**src/rtl/reg_access_pkg.sv**
```systemverilog
// Shared widths, FSM state encoding and queued-command layout for the
// register access controller.
package reg_access_pkg;

    localparam int ADDR_W = 4;
    localparam int DATA_W = 20;

    typedef enum logic [1:0] {
        IDLE,
        ISSUE,
        RD_WAIT,
        RESP
    } state_t;

    typedef struct packed {
        logic              write;
        logic [ADDR_W-1:0] addr;
        logic [DATA_W-1:0] wdata;
    } cmd_t;

endpackage

```
**src/rtl/reg_cmd_fifo.sv**
```systemverilog
// Command FIFO for the register access controller. Pointers carry an extra
// wrap bit so that full and empty can be told apart.
module reg_cmd_fifo
    import reg_access_pkg::*;
#(
    parameter int DEPTH = 4
) (
    input  logic clk,
    input  logic rst,
    input  logic push,
    input  cmd_t push_data,
    input  logic pop,
    output cmd_t pop_data,
    output logic full,
    output logic empty
);

    localparam int PTR_W = $clog2(DEPTH);

    logic [PTR_W:0] wr_ptr;
    logic [PTR_W:0] rd_ptr;
    cmd_t           mem [DEPTH];

    assign empty    = (wr_ptr == rd_ptr);
    assign full     = (wr_ptr[PTR_W] != rd_ptr[PTR_W]) &&
                      (wr_ptr[PTR_W-1:0] == rd_ptr[PTR_W-1:0]);
    assign pop_data = mem[rd_ptr[PTR_W-1:0]];

    always_ff @(posedge clk or negedge rst) begin
        if (!rst) begin
            wr_ptr <= '0;
            rd_ptr <= '0;
        end else begin
            if (push && !full) wr_ptr <= wr_ptr + (PTR_W + 1)'(1);
            if (pop && !empty) rd_ptr <= rd_ptr + (PTR_W + 1)'(1);
        end
    end

    // Storage needs no reset: entries are only visible between the pointers.
    always_ff @(posedge clk) begin
        if (push && !full) mem[wr_ptr[PTR_W-1:0]] <= push_data;
    end

endmodule

```
**src/rtl/reg_access_ctrl.sv**
```systemverilog
// Queues register read/write requests and executes them one at a time
// against a register memory with fixed read latency.
module reg_access_ctrl
    import reg_access_pkg::*;
#(
    parameter int FIFO_DEPTH = 4,
    parameter int RD_LATENCY = 1
) (
    input  logic              clk,
    input  logic              rst,
    input  logic              req_valid,
    output logic              req_ready,
    input  logic              req_write,
    input  logic [ADDR_W-1:0] req_addr,
    input  logic [DATA_W-1:0] req_wdata,
    output logic              rsp_valid,
    input  logic              rsp_ready,
    output logic              rsp_write,
    output logic [DATA_W-1:0] rsp_rdata,
    output logic              WrEn,
    output logic              RdEn,
    output logic [ADDR_W-1:0] Address,
    output logic [DATA_W-1:0] WrData,
    input  logic [DATA_W-1:0] RdData
);

    localparam int LAT_CNT_W = $clog2(RD_LATENCY + 1);

    state_t               state;
    logic                 op_write;
    logic [LAT_CNT_W-1:0] lat_cnt;
    cmd_t                 push_cmd;
    cmd_t                 head;
    logic                 fifo_full;
    logic                 fifo_empty;
    logic                 pop;

    assign push_cmd  = '{write: req_write, addr: req_addr, wdata: req_wdata};
    assign req_ready = !fifo_full;
    assign pop       = (state == IDLE) && !fifo_empty;

    reg_cmd_fifo #(
        .DEPTH(FIFO_DEPTH)
    ) u_fifo (
        .clk      (clk),
        .rst      (rst),
        .push     (req_valid),
        .push_data(push_cmd),
        .pop      (pop),
        .pop_data (head),
        .full     (fifo_full),
        .empty    (fifo_empty)
    );

    // Bus strobes default low each cycle and are loaded at pop time, so
    // they appear for exactly the ISSUE cycle.
    always_ff @(posedge clk or negedge rst) begin
        if (!rst) begin
            state     <= IDLE;
            op_write  <= 1'b0;
            lat_cnt   <= '0;
            rsp_valid <= 1'b0;
            rsp_write <= 1'b0;
            rsp_rdata <= '0;
            WrEn      <= 1'b0;
            RdEn      <= 1'b0;
            Address   <= '0;
            WrData    <= '0;
        end else begin
            WrEn    <= 1'b0;
            RdEn    <= 1'b0;
            Address <= '0;
            WrData  <= '0;
            case (state)
                IDLE: begin
                    if (!fifo_empty) begin
                        op_write <= head.write;
                        WrEn     <= head.write;
                        RdEn     <= !head.write;
                        Address  <= head.addr;
                        WrData   <= head.write ? head.wdata : '0;
                        state    <= ISSUE;
                    end
                end
                ISSUE: begin
                    if (op_write) begin
                        rsp_valid <= 1'b1;
                        rsp_write <= 1'b1;
                        rsp_rdata <= '0;
                        state     <= RESP;
                    end else begin
                        lat_cnt <= '0;
                        state   <= RD_WAIT;
                    end
                end
                RD_WAIT: begin
                    if (lat_cnt == LAT_CNT_W'(RD_LATENCY - 1)) begin
                        rsp_valid <= 1'b1;
                        rsp_write <= 1'b0;
                        rsp_rdata <= RdData;
                        state     <= RESP;
                    end else begin
                        lat_cnt <= lat_cnt + LAT_CNT_W'(1);
                    end
                end
                RESP: begin
                    if (rsp_ready) begin
                        rsp_valid <= 1'b0;
                        rsp_write <= 1'b0;
                        rsp_rdata <= '0;
                        state     <= IDLE;
                    end
                end
                default: state <= IDLE;
            endcase
        end
    end

endmodule
```
**config.mk**
```make
export PLATFORM = sky130hd
export DESIGN_NAME = reg_access_ctrl
export DESIGN_NICKNAME = d
export VERILOG_FILES = /design/src/rtl/reg_access_pkg.sv /design/src/rtl/reg_cmd_fifo.sv /design/src/rtl/reg_access_ctrl.sv
export SDC_FILE = /design/constraint.sdc
export NUM_CORES = 1
export LEC_CHECK = 0
export CORE_UTILIZATION = 25
export DETAILED_ROUTE_END_ITERATION = 10
export PLACE_DENSITY = 0.5
export SLEW_MARGIN = 20
export SYNTH_ARGS = -nofsm -noshare
export SYNTH_HDL_FRONTEND = slang
export SYNTH_HIERARCHICAL = 1
export SYNTH_SLANG_ARGS = --single-unit
export TNS_END_PERCENT = 10
```
**constraint.sdc**
```tcl
create_clock -name clk -period 2.55 [get_ports clk]
set_input_delay 0.3825 -clock clk [delete_from_list [all_inputs] [get_ports clk]]
set_output_delay 0.3825 -clock clk [all_outputs]
set_load 0.01 [all_outputs]
```
==> impl_metrics.toml, run 1 <==
[clocking]
clk_path_buf_depth = 2
clock-sinks = 157
cts_resized = 0
cts_tree = "yes"
cts_max_level = 4
post-cts-setup-buffers = 0
cts_buffers = 17
clk_pin_slew_worst_paths_ns = 0.06
worstSkewPairLatency_ns = 0.42
cts-root-buf = "clkbuf_16"

[finish]
syn_to_final_growth_pct = 32.5
multiInputGateArea_sq_um = 1520
fillCellCount = 2371
finalNetCount = 519
ff_latch_area_sq_um = 4430
drive_gt1_share_pct = 18.4
n_antenna_cell = 0

[power_and_ir_drop]
ir_drop_uv = 501
power.density_nw_per_um2 = 1190
leakagePower_nw = 3.11
power_mw = 9.71

[floorplanning]
rows = 57
die_y_um = 159
die-area_sq_um = 25300
initial_core_util_pct = 25.4
die_x_um = 159
core-area_sq_um = 24200
pin_count = 98

[setup_path]
end_kind = "primary output"
cp.arrival_ns = 2.04
required_ns = 2.17
crit_type = "reg -> out"
critPathLaunchType = "flip-flop"
cp_max_fo = 7

[sta]
relSlewSlack_pct = 46.7
final-setup-viol-count = 0
fmax_ghz = 0.413
setup_tns_ns = 0
skew_ns = 0.00852
period_needed_ns = 2.42
rsz0062_at_grt = "no"
slew_viol_final = 0
hold_viol = 0
tightest_slew_ns = 0.800
timing.hold.ws_ns = 0.462
period_share_pct = 94.9

[outcome]
status = "complete, no violations"

[global_routing]
grt_max_degree = 30
antenna_found_initial = 0
grt_usage_pct = 10.8
grt_pass1_vias = 3584
grt_pass1_wl_um = 20400
overflow = 0

[synthesis]
ys.warnings.count = 6
seq_area_frac_synth_pct = 72.0
synth_nets = 405
ys_ff_latch = 157
avgSynthCellArea_sq_um = 17.7
ys_types = 37
synth_area_sq_um = 6150
netlist_instances = 347

[detailed_routing]
drt-total-wl_um = 12800
final_antenna_net_count = 0
num_vias = 3302
drc = 0
wl_per_cell_um = 16.0
dr.pass1.iters = 4
via_per_inst = 4.14
drt_iter0_drc = 216

[run]
cap_violations = 0

[place]
numPortBuffers = 97
dp_hpwl_um = 8100
place_congestion = 0.753

[min_path]
min_path_type = "in -> async"
-- cell usage after synthesis (all sizes together) --
cell type	count	area share, %
a211oi	3	0.53
a21boi	1	0.12
a21o	1	0.12
a21oi	5	0.41
a31oi	1	0.20
and2	5	0.51
and3	23	2.3
buf	10	1.4
clkbuf	4	0.24
dfrtp	57	23
edfxtp	100	49
ha	9	1.8
inv	30	1.8
mux2	1	0.18
mux2i	21	3.4
mux4	25	9.1
nand2	23	1.4
nand2b	3	0.30
nand3	1	0.16
nor2	1	0.061
nor2b	2	0.37
nor3	3	0.43
o21ai	1	0.081
o31ai	6	1.1
o32ai	1	0.14
or2	1	0.10
xnor2	5	0.83
xor2	4	0.81
-- metrics by stage --
stage	util (%)	instance area (sq um)	worst slack, ns	cells
after floorplan	-	6150	0.523	347
after global placement	31.1	7530	0.555	765
after detailed placement	31.1	7530	0.543	765
after CTS	33.6	8150	0.0825	798
after global routing	33.6	8150	0.0180	798
final	33.6	8150	0.131	798
-- critical path: stages, from the launching register on --
cell and delay, ns:
dfrtp_1 0.47, xnor2_1 0.40, nand3_2 0.16, inv_1 0.09, inv_1 0.04, clkdlybuf4s50_1 0.46
-- layout by cell type, fill, tap and decap left out, types with 4 or more instances in the layout --
master,Yosys,routed
and3_1,23,20
clkdlybuf4s50_1,0,96
ha_1,9,9
mux4_2,25,25
xnor2_1,4,4
o31ai_2,4,4
edfxtp_1,100,100
clkbuf_16,0,17
mux2i_1,21,21
dfrtp_1,57,55
a21oi_1,5,5
inv_6,0,4
inv_1,29,29
buf_4,2,10
nand2_1,23,23
and2_1,5,5
-- state kept, by name, indices dropped and copies added, names as in the netlist --
signal	count
u_fifo/mem	100
WrData	20
op_write	1
RdEn	1
Address	4
u_fifo/wr_ptr	3
WrEn	1
rsp_rdata	20
rsp_valid	1
state	2
u_fifo/rd_ptr	3
rsp_write	1
-- cell type report --
| cell class | count | area share (%) |
|---|---|---|
| Clock inverter | 14 | 2.19 |
| Tap cell | 324 | 4.97 |
| Sequential cell | 157 | 54.4 |
| Inverter | 30 | 1.38 |
| Timing Repair Buffer | 109 | 13.1 |
| Multi-Input combinational cell | 146 | 18.7 |
| Clock buffer | 18 | 5.26 |
-- layer usage --
layer	GRT usage (%)	wire length, um
met1	13.6	5700
met3	3.32	672
met4	4.06	187
met2	17.3	6220
met5	0	0
-- final timing paths --
kind / slack, ns / to / cells past startpoint / start
worst max-delay path: 0.13 / req_ready / 5 / u_fifo/wr_ptr[1]
worst min-delay path: 0.46 / rsp_rdata[10] / 2 / rst
worst max register to register: 0.60 / WrData[7] / 6 / u_fifo/wr_ptr[2]
worst min register to register: 0.52 / rsp_rdata[17] / 2 / rsp_rdata[17]
max in group asynchronous: 1.38 / u_fifo/rd_ptr[1] / 3 / rst
min in group clk: 0.52 / rsp_rdata[17] / 2 / rsp_rdata[17]
-- repair_timing --
action                     in CTS  in global routing
hold buffers                    1                  0
hold endpoints to repair       20                  0
setup endpoints to repair       0                  0
-- power breakdown --
| group | internal [mW] | switching [mW] |
|---|---|---|
| registers | 3.45 | 0.306 |
| logic | 1.64 | 1.71 |
| clock network | 1.56 | 1.05 |
| total | 6.65 | 3.06 |
-- logic make-up (layout without fill, tap and decap cells) --
group,Yosys count,after routing,synth area share [%]
DFF,157,157,72.0
and+or+nand+nor,62,62,5.67
muxes,47,47,12.7
buffers and inverters,44,171,3.48
AOI/OAI and AO/OA,19,19,2.66
adders and majority gates,9,9,1.83
xor gates and xnor gates,9,9,1.65
No activity file was read; power rests on OpenSTA's default activity.
==> run 2: changes to the inputs <==
GPL_ROUTABILITY_DRIVEN = 0   (was unset)
==> results of run 2 <==
Final layout, timing and power as in run 1 (identical DEF).
==> run 3: changes to the inputs <==
CORE_UTILIZATION = 45   (was 25)
CTS_CLUSTER_DIAMETER = 50   (was unset)
PLACE_DENSITY = 0.76   (was 0.5)
==> impl_metrics.toml, run 3 (synthesis results as in run 1) <==
[finish]
mostFrequentLayoutCells = "100 x edfxtp_1, 96 x clkdlybuf4s50_1, 56 x dfrtp_1"
mostFrequentLayoutCell = "edfxtp_1"
syn_to_final_growth_pct = 29.4
finalNetCount = 518
largest_reg_flops = 100
n_antenna_cell = 0
drive_gt1_share_pct = 18.0
fillCellCount = 990

[setup_path]
path_cells = "xor2_2, nand3_2, inv_1, inv_1, clkdlybuf4s50_1"
cpPeakStageDelay_ns = 0.46
worst-path-buf-inv = 3
required_ns = 2.17
crit_type = "reg -> out"
cp_max_fo = 6
cp_slowest_cell = "clkdlybuf4s50_1"
cp.arrival_ns = 2.01
end_kind = "primary output"
cp_common_cell = "inv_1"
crit_family = "buffers and inverters"
critPathLaunchType = "flip-flop"

[detailed_routing]
num_vias = 3296
drt_iter0_drc = 213
wl_per_cell_um = 18.0
dr.pass1.iters = 4
final_antenna_net_count = 0
via_per_inst = 5.08
drt-total-wl_um = 11700
drc = 0

[power_and_ir_drop]
ir_drop_uv = 906
leakagePower_nw = 3.13
pwr-share-seq_pct = 38.6
switching_share_pct = 31.4
power_frac_comb_pct = 34.1
clock_power_share_pct = 27.3
power.density_nw_per_um2 = 1220
p_switching_mw = 3.06
power.internal_mw = 6.67

[clocking]
cts_max_level = 4
post-cts-setup-buffers = 0
cts_buffers = 17
cts_tree = "yes"
cts_hold_buf = 0
clk_path_buf_depth = 2
cts_resized = 0
worstSkewPairLatency_ns = 0.42
clk_pin_slew_worst_paths_ns = 0.06
clock-sinks = 157
cts-root-buf = "clkbuf_16"

[place]
dp_hpwl_um = 7310
numPortBuffers = 97

[sta]
rsz0062_at_grt = "no"
skew_ns = 0.00865
period_share_pct = 94.0
tightest_slew_ns = 0.788
relSlewSlack_pct = 47.5
fmax_ghz = 0.417
slew_viol_final = 0
setup_tns_ns = 0
period_needed_ns = 2.40
timing.hold.ws_ns = -0.0101
hold_viol = 19
final-setup-viol-count = 0

[floorplanning]
initial_core_util_pct = 46.3
die_y_um = 119
pin_count = 98
die_x_um = 119
rows = 42
core-area_sq_um = 13300
die-area_sq_um = 14100

[global_routing]
antenna_found_initial = 0
grt_max_degree = 29
overflow = 0
grt_pass1_wl_um = 18600
grt_usage_pct = 17.8
grt_pass1_vias = 3655

[outcome]
violations = "hold timing"
status = "finished with violations"

[min_path]
min_path_type = "in -> async"

[run]
cap_violations = 0
[run 3: changes by cell type in the layout (fill, tap and decap cells not counted), sizes merged]
cell         delta
inv             +3
clkinvlp        -2
clkinv          -1
dlygate4sd3     -1
[run 3: cell type report]
type,instances,area (sq um),share of cell area [%]
well taps,176,220,2.77
flip-flops and latches,157,4430,55.6
clock inverters,14,195,2.45
repair buffers,108,1050,13.2
inverters,30,113,1.41
clock buffers,18,429,5.39
multi-input cells,146,1530,19.2
[run 3: final timing paths]
check                            startpoint             to  cells after the start  slack [ns]
hold reg to reg                rsp_rdata[7]   rsp_rdata[7]                      2        0.52
setup reg to reg           u_fifo/wr_ptr[1]      WrData[2]                      6        0.51
max in group asynchronous               rst  rsp_rdata[14]                      2        1.84
setup / recovery           u_fifo/wr_ptr[2]      req_ready                      5        0.15
min in group clk               rsp_rdata[7]   rsp_rdata[7]                      2        0.52
hold / removal                          rst     Address[0]                      1       -0.01
[run 3: stage by stage]
step / utilization [%] / area, sq um / instances / setup slack [ns] / total power, mW
6_report: 59.9 / 7960 / 649 / 0.153 / 9.73
4_1_cts: 59.8 / 7960 / 649 / 0.100 / 9.83
5_1_grt: 59.9 / 7960 / 649 / 0.0189 / 10.2
3_5_place_dp: 55.1 / 7330 / 617 / 0.526 / 7.15
2_1_floorplan: - / 6150 / 347 / 0.523 / 5.91
3_3_place_gp: 55.1 / 7330 / 617 / 0.563 / 7.04
[run 3: power by group through the flow]
stage	clock network [mW]	logic [mW]	registers, mW
floorplan	0	2.03	3.88
global placement	0	3.26	3.77
detailed placement	0	3.34	3.80
CTS	2.71	3.36	3.76
global route	2.80	3.59	3.83
finish	2.65	3.32	3.76
[run 3: per-layer routing]
| layer | GRT usage, % | vias up | wire (um) |
|---|---|---|---|
| met4 | 5.22 | 0 | 80 |
| met3 | 6.56 | 7 | 800 |
| met2 | 29.5 | 124 | 5910 |
| li1 | - | 1507 | - |
| met5 | 0 | - | 0 |
| met1 | 21.8 | 1658 | 4890 |
[run 3: worst register-to-register path, cell delays in order, from the launching register on]
cell,delay [ns]
dfrtp_1,0.52
xor2_1,0.40
nor3_1,0.14
nand2b_1,0.22
inv_2,0.26
buf_4,0.25
and3_1,0.20
